`src/rtl/fetch_sequencer_if.sv`:
```
// fetch_sequencer_if: instruction-memory, decode and control signals of the fetch stage
interface fetch_sequencer_if #(parameter int XLEN = 32);
  logic            imem_en;
  logic [XLEN-1:0] imem_addr;
  logic [XLEN-1:0] imem_rdata;
  logic            redirect_valid;
  logic [XLEN-1:0] redirect_pc;
  logic            inst_valid;
  logic            inst_ready;
  logic [XLEN-1:0] inst;
  logic [XLEN-1:0] inst_pc;
  logic [XLEN-1:0] pc_out;
  logic            halted;
  logic            resume;
  modport master (
    output imem_en, imem_addr, inst_valid, inst, inst_pc, pc_out, halted,
    input  imem_rdata, redirect_valid, redirect_pc, inst_ready, resume
  );
  modport slave (
    input  imem_en, imem_addr, inst_valid, inst, inst_pc, pc_out, halted,
    output imem_rdata, redirect_valid, redirect_pc, inst_ready, resume
  );
endinterface

```
`src/rtl/fetch_sequencer.sv`:
```
// fetch_sequencer: owns the pc, issues imem reads and queues returned words for decode
module fetch_sequencer #(
  parameter int              XLEN       = 32,
  parameter logic [XLEN-1:0] RESET_PC   = '0,
  parameter logic [XLEN-1:0] HALT_INSTR = XLEN'(32'h0000_0073)
) (
  input logic             clk,
  input logic             rst,
  fetch_sequencer_if.master bus
);
  localparam logic [1:0] BOOT  = 2'd0;
  localparam logic [1:0] FETCH = 2'd1;
  localparam logic [1:0] HALT  = 2'd2;
  logic [1:0]      state;
  logic [XLEN-1:0] pc;
  logic            inflight;
  logic [1:0]      cnt;
  logic [XLEN-1:0] q_inst [2];
  logic [XLEN-1:0] q_pc [2];
  logic            pop, flush, cap, hit, push, issue;
  logic [1:0]      wr_idx;
  // handshake, squash and issue decisions; the in-flight word's address is pc-4
  always_comb begin
    pop    = (cnt != 2'd0) & bus.inst_ready;
    flush  = bus.redirect_valid & (state != BOOT);
    cap    = inflight & !bus.redirect_valid;
    hit    = cap & (bus.imem_rdata == HALT_INSTR);
    push   = cap & !hit;
    issue  = (state == FETCH) & !bus.redirect_valid &
             (({1'b0, cnt} + {2'b0, inflight} - {2'b0, pop}) < 3'd2);
    wr_idx = cnt - {1'b0, pop};
  end
  assign bus.imem_en    = issue;
  assign bus.imem_addr  = pc;
  assign bus.pc_out     = pc;
  assign bus.inst_valid = cnt != 2'd0;
  assign bus.inst       = q_inst[0];
  assign bus.inst_pc    = q_pc[0];
  assign bus.halted     = state == HALT;
  // state, pc, in-flight tracking and the two-entry shift queue (head at entry 0)
  always_ff @(posedge clk) begin
    if (rst) begin
      state     <= BOOT;
      pc        <= RESET_PC;
      inflight  <= 1'b0;
      cnt       <= 2'd0;
      q_inst[0] <= '0;
      q_inst[1] <= '0;
      q_pc[0]   <= '0;
      q_pc[1]   <= '0;
    end else begin
      inflight <= issue & !hit;
      state    <= state == BOOT ? FETCH : hit ? HALT :
                  (state == HALT && bus.resume) ? FETCH : state;
      pc       <= flush ? bus.redirect_pc : (issue && !hit) ? pc + XLEN'(4) : pc;
      cnt      <= flush ? 2'd0 : cnt + {1'b0, push} - {1'b0, pop};
      if (!flush) begin
        if (pop && cnt == 2'd2) begin
          q_inst[0] <= q_inst[1];
          q_pc[0]   <= q_pc[1];
        end
        if (push) begin
          q_inst[wr_idx[0]] <= bus.imem_rdata;
          q_pc[wr_idx[0]]   <= pc - XLEN'(4);
        end
      end
    end
  end
endmodule

```
`src/flat_wrapper.sv`:
```
// flat-port wrapper written by rule: the top's interface ports become plain ports
module fetch_sequencer_flat 
#(
  parameter int              XLEN       = 32,
  parameter logic [XLEN-1:0] RESET_PC   = '0,
  parameter logic [XLEN-1:0] HALT_INSTR = XLEN'(32'h0000_0073)
)
  (clk, rst, bus_imem_en, bus_imem_addr, bus_inst_valid, bus_inst, bus_inst_pc, bus_pc_out, bus_halted, bus_imem_rdata, bus_redirect_valid, bus_redirect_pc, bus_inst_ready, bus_resume);
  fetch_sequencer_if #(.XLEN(XLEN)) bus_i ();
  input logic clk;
  input logic rst;
  output wire logic [$bits(bus_i.imem_en)-1:0] bus_imem_en;
  output wire logic [$bits(bus_i.imem_addr)-1:0] bus_imem_addr;
  output wire logic [$bits(bus_i.inst_valid)-1:0] bus_inst_valid;
  output wire logic [$bits(bus_i.inst)-1:0] bus_inst;
  output wire logic [$bits(bus_i.inst_pc)-1:0] bus_inst_pc;
  output wire logic [$bits(bus_i.pc_out)-1:0] bus_pc_out;
  output wire logic [$bits(bus_i.halted)-1:0] bus_halted;
  input wire logic [$bits(bus_i.imem_rdata)-1:0] bus_imem_rdata;
  input wire logic [$bits(bus_i.redirect_valid)-1:0] bus_redirect_valid;
  input wire logic [$bits(bus_i.redirect_pc)-1:0] bus_redirect_pc;
  input wire logic [$bits(bus_i.inst_ready)-1:0] bus_inst_ready;
  input wire logic [$bits(bus_i.resume)-1:0] bus_resume;
  assign bus_imem_en = bus_i.imem_en;
  assign bus_imem_addr = bus_i.imem_addr;
  assign bus_inst_valid = bus_i.inst_valid;
  assign bus_inst = bus_i.inst;
  assign bus_inst_pc = bus_i.inst_pc;
  assign bus_pc_out = bus_i.pc_out;
  assign bus_halted = bus_i.halted;
  assign bus_i.imem_rdata = bus_imem_rdata;
  assign bus_i.redirect_valid = bus_redirect_valid;
  assign bus_i.redirect_pc = bus_redirect_pc;
  assign bus_i.inst_ready = bus_inst_ready;
  assign bus_i.resume = bus_resume;
  fetch_sequencer #(.XLEN(XLEN), .RESET_PC(RESET_PC), .HALT_INSTR(HALT_INSTR)) u_core (.clk(clk), .rst(rst), .bus(bus_i));
endmodule
```
`config.mk`:
```
export PLATFORM = sky130hd
export DESIGN_NAME = fetch_sequencer_flat
export DESIGN_NICKNAME = d
export VERILOG_FILES = /design/src/rtl/fetch_sequencer_if.sv /design/src/rtl/fetch_sequencer.sv /design/src/flat_wrapper.sv
export SDC_FILE = /design/constraint.sdc
export NUM_CORES = 1
export LEC_CHECK = 0
export CORE_UTILIZATION = 25
export CTS_CLUSTER_SIZE = 28
export DETAILED_ROUTE_END_ITERATION = 8
export PLACE_DENSITY_LB_ADDON = 0.12
export SYNTH_ARGS = -nofsm -noshare
export SYNTH_HDL_FRONTEND = slang
export SYNTH_SLANG_ARGS = --single-unit
```
`constraint.sdc`:
```
create_clock -name clk -period 3.6 [get_ports clk]
set_input_delay 0.72 -clock clk [delete_from_list [all_inputs] [get_ports clk]]
set_output_delay 0.72 -clock clk [all_outputs]
set_load 0.01 [all_outputs]
```
==> out/results.txt <==
Final slew viol count = 0
Synth area leaders = edfxtp_1 48%, dfxtp_1 9.2%, a22o_1 3.7%, and2_1 3.1%, buf_4 3.1%
Gpl congestion = 0.811
H-Tree Depth = 4
Num CTS Buffers = 17
Post-DR wirelength/cell = 18.2 um
Nets@finish = 969
Antenna violations before repair = 0
Syn Area/Cell = 11.1 um^2
Starting DRC count in detailed routing = 518
Worst Setup End Kind = primary output
Startpoint Class = input pin
Worst path max stage delay = 0.54 ns
Leakage = 0.00378 uW
Share of cells above drive strength 1 = 10.8%
Total GRT Usage = 14.6%
Worst-path fanout max = 3
Crit path to = bus_imem_en
Initial cell density of the core = 25.5%
Power after layout = 4630 uW
Period Utilization, post-route = 95.0%
Clock root buffer = clkbuf_16
Sink Count = 165
R2r worst-path depth = 9
I/O pin cnt = 200
Clk pin slew, worst setup/hold paths = 0.07 ns
R2R setup slack = 0.52 ns
WP data arrival = 2.70 ns
Hold Violations, Final = 0
Drc violations = 0
CP Class = in2out
Die Area = 32900 um^2
Top-count cell post-synth = edfxtp_1
Post-synth top cells = 128 x edfxtp_1, 65 x nor2_1, 51 x nand2_1
Clk_lat worst skew = 0.43 ns
TritonRoute pass-1 iters = 5
Max-Cap Viols = 0
Synthesized cell area = 8050 um^2
Area grow syn2layout = 37.4%
Synthesized instance count = 724
GR Overflow Total = 0
First-pass GRT wire length = 37000 um
Placed insts = 1279
Share of the synthesized area in the top cell type = 47.7%
Final worst path period need = 3.42 ns
Hold/Removal Path Class = reg2reg
Maximum clock frequency = 292 MHz
Routed Antenna Nets = 0
Worst-Margin Slew = 0.889 ns
Yosys top cell by area = edfxtp_1
Worst IR Drop VDD = 313 uV
R2R Path Start = u_core.cnt[0]$_SDFF_PP0_
Core area = 31600 um^2
Final Setup Violations = 0
Cell Rows = 65
Largest net degree at the start of global routing = 65
Die height = 181 um
Worst EP required = 2.88 ns
Via count of the first global-routing pass = 6047
Async SR Flop Fraction = 0%
Fin Clk Skew = 0.0184 ns
TNS Setup = 0 ns
Layout Utilization = 35.0%
RSZ-0062 raised after global routing = no
Power Density = 418 nW/um^2
WL final = 23900 um
Post-synth EDFFs = 128
Cell area after layout = 11100 um^2
Crit-path cells = clkdlybuf4s50_1 -> inv_1 -> nor3b_2 -> fa_1 -> and4bb_1 -> nand2_1 -> clkinv_1 -> dlygate4sd2_1
Register area share after synthesis = 56.9%
Synthesis-stage register bit count = 165
Top_reg_cell synth = edfxtp_1
Crit path max-delay cell type = clkdlybuf4s50_1
Syn_nets = 797
Netlist cell types = 60
Final Instance Count excl. Fillers = 1311
CTS tree = built
Avg Vias per Cell = 4.71
Max-Slew Margin vs Limit = 40.4%
Final HPWL DP = 17000 um
Die X = 181 um
Buffers on Ports = 199
FF-to-FF End = u_core.bus.imem_addr[31]$_SDFFE_PP0P_
Status = finished, final reports clean
Placed cell areas = 10500 um^2
Ant. Diodes = 0
Yosys warning count = 0
Worst Setup SP = bus_inst_ready
Via count = 6177
Max Root-Sink Buffers = 2
what timing repair did:
item	4_1_cts	5_1_grt
gates resized for setup	2	0
hold buffers	0	0
endpoints found under the setup margin	1	0
buffers inserted	0	0
power breakdown:
part / total (uW) / internal (uW) / switching [uW]
clock network: 1810 / 929 / 884
registers: 2200 / 2130 / 72.5
logic: 618 / 311 / 307
cells in the final DEF (no fill, tap or decap), drive strengths merged, types with 3 or more instances in the layout:
cell / synthesis / final
clkdlybuf4s50: 0 / 198
edfxtp: 128 / 128
nor2: 65 / 65
nand2: 52 / 52
buf: 48 / 45
o21ai: 42 / 42
and2: 40 / 40
dfxtp: 37 / 37
a22o: 34 / 34
xnor2: 27 / 27
a311oi: 19 / 19
nand4: 18 / 18
clkbuf: 43 / 17
nor4: 17 / 17
a211oi: 16 / 16
nor3: 16 / 16
inv: 10 / 15
nand3: 14 / 14
xor2: 13 / 13
or4: 12 / 12
and4: 10 / 10
and3: 9 / 9
clkinv: 1 / 9
a31oi: 7 / 7
o31ai: 6 / 6
nor3b: 5 / 5
or3: 4 / 4
nand4b: 3 / 3
nand3b: 3 / 3
a21oi: 3 / 3
ha: 3 / 3
metrics by stage:
stage	setup WS, ns	hold slack, ns
after global placement	-0.0261	0.508
after floorplan	0.535	0.496
after global routing	0.0758	0.547
after CTS	0.199	0.528
after detailed placement	-0.0589	0.515
final	0.179	0.525
worst max-delay path, delay by kind of cell:
| family | cells | cell delay, ns |
|---|---|---|
| adders and majority gates | 1 | 0.44 |
| buffers and inverters | 4 | 1.01 |
| and+or+nand+nor | 3 | 0.54 |
worst min-delay path by stage:
stage	from	endpoint	cells past startpoint
after floorplan	u_core.q_pc[1][10]$_SDFFCE_PN0P_	u_core.q_pc[0][10]$_DFFE_PP_	2
after global placement	u_core.q_pc[1][11]$_SDFFCE_PN0P_	u_core.q_pc[0][11]$_DFFE_PP_	2
after detailed placement	u_core.q_pc[1][30]$_SDFFCE_PN0P_	u_core.q_pc[0][30]$_DFFE_PP_	2
after CTS	u_core.q_pc[1][12]$_SDFFCE_PN0P_	u_core.q_pc[0][12]$_DFFE_PP_	2
after global routing	u_core.q_inst[1][26]$_SDFFCE_PN0P_	u_core.q_inst[0][26]$_DFFE_PP_	1
final	u_core.q_pc[1][11]$_SDFFCE_PN0P_	u_core.q_pc[0][11]$_DFFE_PP_	2
layer usage:
| layer | track usage (%) | routed length (um) | part of all wire (%) |
|---|---|---|---|
| met1 | 21.0 | 11900 | 50 |
| met2 | 22.5 | 10600 | 45 |
| met3 | 2.93 | 1070 | 4.5 |
| met4 | 3.59 | 225 | 0.94 |
| met5 | 0 | 0 | 0 |
final cells by class:
class	instances	area (um^2)
Fill cell	3161	20600
Sequential cell	165	4580
Multi-Input combinational cell	457	2960
Timing Repair Buffer	244	2380
Tap cell	402	503
Clock buffer	17	425
Clock inverter	15	166
Inverter	11	41.3
flip-flops by register name (all words and copies together), names as in the netlist:
name / flops
u_core.state: 2
u_core.q_inst: 64
u_core.cnt: 2
u_core.bus.imem_addr: 32
u_core.q_pc: 64
u_core.inflight: 1
kinds of logic after synthesis:
group           after synthesis  synth area share (%)
simple gates                278                  19.1
flops                       165                  56.9
compound gates              135                  12.1
buf+inv                     102                  6.57
xor+xnor                     40                  4.58
fa+ha+maj                     4                 0.715
Power figures use the tool's default switching activity.
